==> config.mk <==
export PLATFORM = sky130hd
export DESIGN_NAME = mipi_rx_pkt_assembler
export DESIGN_NICKNAME = d
export VERILOG_FILES = /design/src/rtl/mipi_rx_pkt_assembler.sv
export SDC_FILE = /design/constraint.sdc
export NUM_CORES = 2
export LEC_CHECK = 0
export BUFFER_PORTS_ARGS = -buffer_cell sky130_fd_sc_hd__buf_2
export CORE_ASPECT_RATIO = 1.2
export CORE_MARGIN = 8
export CORE_UTILIZATION = 40
export DETAILED_ROUTE_END_ITERATION = 10
export PLACE_DENSITY = 0.63
export REMOVE_ABC_BUFFERS = 1
export SYNTH_ARGS = -nofsm -noshare
export SYNTH_HDL_FRONTEND = slang
export SYNTH_SLANG_ARGS = --single-unit
==> constraint.sdc <==
create_clock -name rx_pixel_clk -period 5.7 [get_ports rx_pixel_clk]
set_input_delay 1.14 -clock rx_pixel_clk [delete_from_list [all_inputs] [get_ports rx_pixel_clk]]
set_output_delay 1.14 -clock rx_pixel_clk [all_outputs]
set_load 0.01 [all_outputs]
==> src/rtl/mipi_rx_pkt_assembler.sv <==
// mipi_rx_pkt_assembler
// Assembles framed, checksummed packets of DLEN payload bytes from multi-beat
// MIPI RX data (rx_pixel_clk domain) and presents each finished packet through
// a valid/ready holding register. A packet is a header beat (byte0 == SYNC,
// byte1 = sequence), ceil(DLEN/BPB) payload beats and a trailer beat whose
// byte0 is the XOR of all payload bytes. All beats must be on the same VC.
//
// Ports:
//   rx_pixel_clk     - sole clock, rising edge
//   rst              - synchronous active-high reset
//   vc_ena           - per-virtual-channel header accept mask
//   my_mipi_rx_VALID - beat qualifier
//   my_mipi_rx_DATA  - beat data, byte i at [8i+7:8i], low BPB bytes used
//   my_mipi_rx_VC    - virtual channel of the beat
//   data_ready       - downstream takes the held packet
//   data             - held payload, byte k at [8k+7:8k]
//   data_vc/data_seq - VC and sequence byte of the held packet
//   data_valid       - holding register full
//   data_available   - one-cycle pulse when a packet is loaded
//   busy             - assembler is mid-packet
//   crc_err_cnt, drop_cnt, ovf_cnt, tmo_cnt - saturating error counters
module mipi_rx_pkt_assembler #(
  parameter int          DLEN    = 64,
  parameter int          BPB     = 6,
  parameter logic [7:0]  SYNC    = 8'h7E,
  parameter int          TIMEOUT = 1024
) (
  input  logic                rx_pixel_clk,
  input  logic                rst,
  input  logic [3:0]          vc_ena,
  input  logic                my_mipi_rx_VALID,
  input  logic [63:0]         my_mipi_rx_DATA,
  input  logic [1:0]          my_mipi_rx_VC,
  input  logic                data_ready,
  output logic [DLEN*8-1:0]   data,
  output logic [1:0]          data_vc,
  output logic [7:0]          data_seq,
  output logic                data_valid,
  output logic                data_available,
  output logic                busy,
  output logic [7:0]          crc_err_cnt,
  output logic [7:0]          drop_cnt,
  output logic [7:0]          ovf_cnt,
  output logic [7:0]          tmo_cnt
);

  localparam int NBEATS = (DLEN + BPB - 1) / BPB;
  localparam int BCW    = (NBEATS > 1) ? $clog2(NBEATS) : 1;
  localparam int TCW    = $clog2(TIMEOUT);
  localparam logic [BCW-1:0] LAST_BEAT = BCW'(NBEATS - 1);
  localparam logic [TCW-1:0] TMO_LAST  = TCW'(TIMEOUT - 1);

  typedef enum logic [1:0] {S_IDLE, S_PAYLOAD, S_CHECK} state_t;

  state_t              state_q, state_d;
  logic [1:0]          vc_q, vc_d;
  logic [7:0]          seq_q, seq_d;
  logic [BCW-1:0]      beat_cnt_q, beat_cnt_d;
  logic [7:0]          xor_q, xor_d;
  logic [TCW-1:0]      idle_cnt_q, idle_cnt_d;
  logic [DLEN*8-1:0]   pay_q, pay_d;
  logic [DLEN*8-1:0]   data_q, data_d;
  logic [1:0]          data_vc_q, data_vc_d;
  logic [7:0]          data_seq_q, data_seq_d;
  logic                data_valid_q, data_valid_d;
  logic                data_available_q, data_available_d;
  logic                busy_q, busy_d;
  logic [7:0]          crc_q, crc_d, drop_q, drop_d, ovf_q, ovf_d, tmo_q, tmo_d;

  logic [7:0] byte0;
  logic       beat_mine;
  logic       rel;
  wire        unused_data = ^my_mipi_rx_DATA;

  function automatic logic [7:0] sat_inc(input logic [7:0] v);
    return (v == 8'hFF) ? v : v + 8'd1;
  endfunction

  assign byte0     = my_mipi_rx_DATA[7:0];
  assign beat_mine = my_mipi_rx_VALID && (my_mipi_rx_VC == vc_q);
  assign rel       = data_valid_q && data_ready;

  always_comb begin
    state_d          = state_q;
    vc_d             = vc_q;
    seq_d            = seq_q;
    beat_cnt_d       = beat_cnt_q;
    xor_d            = xor_q;
    idle_cnt_d       = idle_cnt_q;
    pay_d            = pay_q;
    data_d           = data_q;
    data_vc_d        = data_vc_q;
    data_seq_d       = data_seq_q;
    data_valid_d     = data_valid_q && !rel;
    data_available_d = 1'b0;
    crc_d            = crc_q;
    drop_d           = drop_q;
    ovf_d            = ovf_q;
    tmo_d            = tmo_q;

    case (state_q)
      S_IDLE: begin
        if (my_mipi_rx_VALID && byte0 == SYNC && vc_ena[my_mipi_rx_VC]) begin
          vc_d       = my_mipi_rx_VC;
          seq_d      = my_mipi_rx_DATA[15:8];
          beat_cnt_d = '0;
          xor_d      = 8'h00;
          idle_cnt_d = '0;
          state_d    = S_PAYLOAD;
        end
      end
      default: begin
        if (beat_mine) begin
          idle_cnt_d = '0;
          if (state_q == S_PAYLOAD) begin
            // Each payload byte k belongs to beat k/BPB at lane k%BPB; lanes
            // past DLEN in the final beat never match and so are ignored.
            for (int k = 0; k < DLEN; k++) begin
              if (k / BPB == int'(beat_cnt_q)) begin
                pay_d[8*k +: 8] = my_mipi_rx_DATA[8*(k%BPB) +: 8];
                xor_d           = xor_d ^ my_mipi_rx_DATA[8*(k%BPB) +: 8];
              end
            end
            beat_cnt_d = beat_cnt_q + 1'b1;
            if (beat_cnt_q == LAST_BEAT) state_d = S_CHECK;
          end else begin
            state_d = S_IDLE;
            if (byte0 == xor_q) begin
              // A release on this same edge frees the register for the load.
              if (!data_valid_q || rel) begin
                data_d           = pay_q;
                data_vc_d        = vc_q;
                data_seq_d       = seq_q;
                data_valid_d     = 1'b1;
                data_available_d = 1'b1;
              end else begin
                ovf_d = sat_inc(ovf_q);
              end
            end else begin
              crc_d = sat_inc(crc_q);
            end
          end
        end else begin
          if (my_mipi_rx_VALID) drop_d = sat_inc(drop_q);
          if (idle_cnt_q == TMO_LAST) begin
            tmo_d   = sat_inc(tmo_q);
            state_d = S_IDLE;
          end else begin
            idle_cnt_d = idle_cnt_q + 1'b1;
          end
        end
      end
    endcase

    busy_d = (state_d != S_IDLE);
  end

  always_ff @(posedge rx_pixel_clk) begin
    if (rst) begin
      state_q          <= S_IDLE;
      vc_q             <= '0;
      seq_q            <= '0;
      beat_cnt_q       <= '0;
      xor_q            <= '0;
      idle_cnt_q       <= '0;
      pay_q            <= '0;
      data_q           <= '0;
      data_vc_q        <= '0;
      data_seq_q       <= '0;
      data_valid_q     <= 1'b0;
      data_available_q <= 1'b0;
      busy_q           <= 1'b0;
      crc_q            <= '0;
      drop_q           <= '0;
      ovf_q            <= '0;
      tmo_q            <= '0;
    end else begin
      state_q          <= state_d;
      vc_q             <= vc_d;
      seq_q            <= seq_d;
      beat_cnt_q       <= beat_cnt_d;
      xor_q            <= xor_d;
      idle_cnt_q       <= idle_cnt_d;
      pay_q            <= pay_d;
      data_q           <= data_d;
      data_vc_q        <= data_vc_d;
      data_seq_q       <= data_seq_d;
      data_valid_q     <= data_valid_d;
      data_available_q <= data_available_d;
      busy_q           <= busy_d;
      crc_q            <= crc_d;
      drop_q           <= drop_d;
      ovf_q            <= ovf_d;
      tmo_q            <= tmo_d;
    end
  end

  assign data           = data_q;
  assign data_vc        = data_vc_q;
  assign data_seq       = data_seq_q;
  assign data_valid     = data_valid_q;
  assign data_available = data_available_q;
  assign busy           = busy_q;
  assign crc_err_cnt    = crc_q;
  assign drop_cnt       = drop_q;
  assign ovf_cnt        = ovf_q;
  assign tmo_cnt        = tmo_q;

endmodule

### After elaboration in Yosys (flattened, before gate mapping)

Index checks and enable logic that the tools add are counted.

* bits of input ports: 74
* word-level logic and storage cells: 441
* register bits after elaboration: 1103
* output and inout port bits: 557

* reductions and logical operators: 33
* $add $sub $neg: 6
* bitwise logic cells: 73
* equality and inequality tests: 22
* magnitude comparators: 1
* mux-type cells: 279

Operator list (number)
* 2-to-1 mux 8 bit: 257
* XOR 8 bit: 64
* AND reduction 4 bit: 13
* 2-to-1 mux 10 bit: 4
* adder 8 x 1 -> 8 bit, second input constant: 4
* equality test 8 bit, second input constant: 4
* equality test 4 bit, first input constant: 7
* 2-to-1 mux 4 bit: 4
* 2-to-1 mux 2 bit: 6
* adder 10 x 1 -> 10 bit, second input constant: 1
* equality test 10 bit, second input constant: 1
* AND reduction 5 bit: 2
* inverter 1 bit: 9
* equality test 3 x 4 -> 1 bit, first input constant: 2
* equality test 8 x 7 -> 1 bit, second input constant: 1
* equality test 8 bit: 1
* 2-to-1 mux 1 bit: 7
* AND reduction 6 bit: 1
* nonzero test 2 bit: 3
* logical AND 1 bit: 5
* OR reduction 5 bit: 1
* adder 4 x 1 -> 4 bit, second input constant: 1
* equality test 2 x 4 -> 1 bit, first input constant: 1
* equality test 4 bit, second input constant: 1
* other kinds (12): 14

### Longest topological paths before layout

* word-level depth: 320
* mapped depth: 10
* depth with buffers taken out: 8

### Worst setup path before layout

OpenSTA, ideal clock, no wires.

* path type: input to register
* start: input port my_mipi_rx_VC[1]
* end: register pay_q[251]
* stages on the path: 8
* required time: 5568 ps
* path buffers: 2
* setup time: 132 ps
* setup slack: 2963 ps
* arrival: 2605 ps
* path through: xnor2_2 nand4_2 nor3b_2 nand2_1 clkbuf_1 clkbuf_1 nand2_1 a21oi_1

* cells in the longest elaborated chain, start to end: 3

Ends and longest elaborated chain
* start, declared: RTL line 33 `input logic [1:0] my_mipi_rx_VC,`
* equality test 2 bit: RTL line 80 `assign beat_mine = my_mipi_rx_VALID && (my_mipi_rx_VC == vc_q);`
* logical AND 1 bit: RTL line 80
* AND reduction 4 bit (no source line)
* end signal, assigned: RTL line 184 `pay_q <= pay_d;`
* end, declared: RTL line 61 `logic [DLEN*8-1:0] pay_q, pay_d;`

No other way between the ends.
A chain may end at the register's enable or synchronous reset.

### Worst setup path after layout

* start: input port my_mipi_rx_DATA[4]
* end: register data_q[466], in the netlist data[466]

* cells in the longest elaborated chain, start to end: 2

Ends and longest elaborated chain
* start, declared: RTL line 32 `input logic [63:0] my_mipi_rx_DATA,`
* equality test 8 bit: RTL line 128 `if (byte0 == xor_q) begin`
* AND reduction 5 bit (no source line)
* end signal, assigned: RTL line 185 `data_q <= data_d;`
* end, declared: RTL line 62 `logic [DLEN*8-1:0] data_q, data_d;`

No other way between the ends.

==> impl_metrics.ini <==
[power]
p_total_mw = 15.6
p_leak_nw = 17.3
power.density_nw_per_um2 = 332
ir_drop_mv = 0.247

[drt]
via_count = 34700
wl_um = 134000
drt-pass1-iter-count = 5
drtAntennaViolNets = 0
drt_iter0_markers = 3244
drc = 0
viasPerCell = 5.12
routedWlPerCell_um = 19.8

[timing]
tightestPinTransition_ns = 1.13
fmax_mhz = 249
fin_crit_sh_pct = 70.5
drv_slew = 0
fin_crit_ns = 4.02
slew_headroom_pct = 24.7
hold_viol = 0
skew_ns = 0.0379
timing.setup.tns_ns = 0
grt_setup_unrepaired = false
setup_viol = 0

[critical_path]
required_ns = 6.22
path_max_fanout = 113
worstSetupPathType = in -> reg
crit_path_max_incr_delay_ns = 0.72
crit_arrival_ns = 4.54
setup.worst_path.end_class = flop
cpMaxStageDelayCell = nand2b_4
r2r.worst_path.cells = 7
worstSetupStartpointType = primary input
cp_cell_sequence = buf_2, xor2_1, nor4_1, nand4_1, nand2b_4, buf_12, nand2_1, a21oi_1

[synthesis]
ys_top_cells_by_count = nand2_1, dfxtp_1, a21oi_1
synth_top_area_cell = dfxtp_1
synthSimpleGateAreaFrac_pct = 22.5
synth_xor_area_share_pct = 1.79
synth_area_leaders = dfxtp_1, nand2_1, a21oi_1, clkbuf_1, buf_2
synth_edf_count = 0
yosys.area.top_type_share_pct = 55.8
async_reset_ff_share_pct = 0
syn_inst = 5044
seq_area_frac_synth_pct = 55.8
synth-seq-cells = 1103
synth_ff_type = dfxtp_1
yosys.cell_types.count = 59
syn_area_per_cell_um2 = 7.85
yosys_warnings = 0
synth_top_family_by_area = simple AND/OR/NAND/NOR gates
synth-compound-area-share_pct = 14.6
synth_adder_area_share_pct = 0.284
synth_most_common_cell = nand2_1
syn-cell-area_um2 = 39600
synth.area.mux_share_pct = 0.171

[flow_run]
max_cap_violations = 0

[floorplan]
coreArea_um2 = 98200
die_x_um = 303
dieHeight_um = 361
start_util_pct = 40.3
dieArea_um2 = 109000
rows = 126
ioPinCount = 631

[clock_network]
clk-insertion-delay-late_ns = 0.70
clock-sinks = 1103
clockBufferDepth = 3
holdBufCountCts = 0
root_buffer = clkbuf_16
cts_buffers = 107
clkTransAtPathRegs_ns = 0.06
htree_levels = 3
cts_resized = 0
cts_tree = built
postCtsSetupBuffers = 0

[layout]
layout.nets = 5502
layout-drive-gt1-share_pct = 16.0
fill_cells = 9640
final_util_pct = 47.9
areaGrowthSynthToFinish_pct = 18.9
postLayoutCellArea_um2 = 47100

[global_routing]
grt_pass1_wl_um = 199000
grt_pass1_vias = 32000
grt_max_degree = 223
antenna_found_initial = 5
grt_use_total_pct = 23.3
overflow = 0

[placed_design]
io_buffer_count = 614
postPlaceCellArea_um2 = 43200
place_hpwl_um = 83500
gp_congestion = 0.797

[status]
outcome = complete, no violations

[hold_path]
holdCritPathClass = reg -> reg
holdPathStages = 2
## stage by stage
stage | hold slack (ns) | cells | setup WS [ns]
6_report | 0.417 | 6792 | 1.68
5_1_grt | 0.452 | 6790 | 1.64
4_1_cts | 0.438 | 6789 | 1.87
3_5_place_dp | 0.441 | 6590 | 1.14
3_3_place_gp | 0.437 | 6590 | 1.15
2_1_floorplan | 0.426 | 4637 | -13.26
## report_power, final
| group | total (mW) | switching (mW) | leakage, nW | internal [mW] |
|---|---|---|---|---|
| logic | 0.363 | 0.290 | 6.55 | 0.0732 |
| clock network | 7.58 | 3.11 | 1.88 | 4.47 |
| registers | 7.71 | 0.000172 | 8.88 | 7.71 |
| total | 15.6 | 3.40 | 17.3 | 12.2 |
## cells by family (layout without fill, tap and decap cells)
logic type                 count (synthesis)  count (layout)
DFF                                     1103            1103
other                                      0               3
muxes                                      5               5
xor gates and xnor gates                  76              76
buffers and inverters                    415             880
adders and majority gates                  9               9
and+or+nand+nor                         2301            2301
AOI/OAI and AO/OA                       1135            1135
## layer usage
layer | vias to the layer above | share of wire [%] | GRT usage (%)
li1 | 17000 | - | -
met1 | 16300 | 41 | 29.8
met2 | 1154 | 48 | 38.6
met3 | 242 | 6.8 | 3.87
met4 | 0 | 4.2 | 10.0
met5 | - | 0 | 0
## placed cells by master, fill, tap and decap left out, types with 4 or more instances in the layout
cell type / instances
clkbuf_8: 35
nor2_1: 56
buf_12: 18
or3_1: 9
a211oi_1: 4
a31oi_1: 14
nand2_1: 2125
nand3_4: 6
nor4_1: 6
clkinv_4: 4
inv_1: 8
dfxtp_1: 1103
and3_2: 5
buf_4: 41
a21o_1: 5
bufinv_16: 10
nand3b_1: 5
a21oi_1: 1070
nand4_1: 6
and3_1: 9
clkinv_2: 11
nand2b_1: 6
clkbuf_1: 22
o21ai_0: 17
nand3_1: 28
xor2_1: 27
xnor2_1: 45
ha_1: 9
buf_2: 613
clkbuf_16: 110
o22ai_1: 5
nor3_1: 10
## registers in the layout, indices dropped and copies added, names as in the netlist
| name | flops |
|---|---|
| busy | 1 |
| pay_q | 512 |
| data_valid | 1 |
| seq_q | 8 |
| data_available | 1 |
| vc_q | 2 |
| beat_cnt_q | 4 |
| crc_err_cnt | 8 |
| data_seq | 8 |
| idle_cnt_q | 10 |
| data_vc | 2 |
| data | 512 |
| drop_cnt | 8 |
| xor_q | 8 |
| state_q | 2 |
| ovf_cnt | 8 |
| tmo_cnt | 8 |
## critical path: cells and delay by family
| family | cells | cell delay [ns] |
|---|---|---|
| AOI/OAI and AO/OA | 1 | 0.08 |
| xor gates and xnor gates | 1 | 0.15 |
| buffers and inverters | 2 | 0.79 |
| and+or+nand+nor | 4 | 2.18 |
## final cells by class
type	instances	area [um^2]	area share [%]
Timing Repair Buffer	673	3750	7.97
Inverter	8	30.0	0.0638
Clock buffer	167	3320	7.05
Sequential cell	1103	22100	46.9
Tap cell	1280	1600	3.40
Clock inverter	32	524	1.11
Antenna cell	3	7.51	0.0160
Multi-Input combinational cell	3526	15700	33.5
## final timing paths
kind | slack, ns | startpoint | to
worst min register to register | 0.42 | pay_q[364] | data[364]
worst max-delay path | 1.68 | my_mipi_rx_DATA[4] | data[466]
worst min-delay path | 0.42 | pay_q[364] | data[364]
worst max register to register | 2.17 | xor_q[4] | data[466]
No activity file was read; power rests on OpenSTA's default activity.
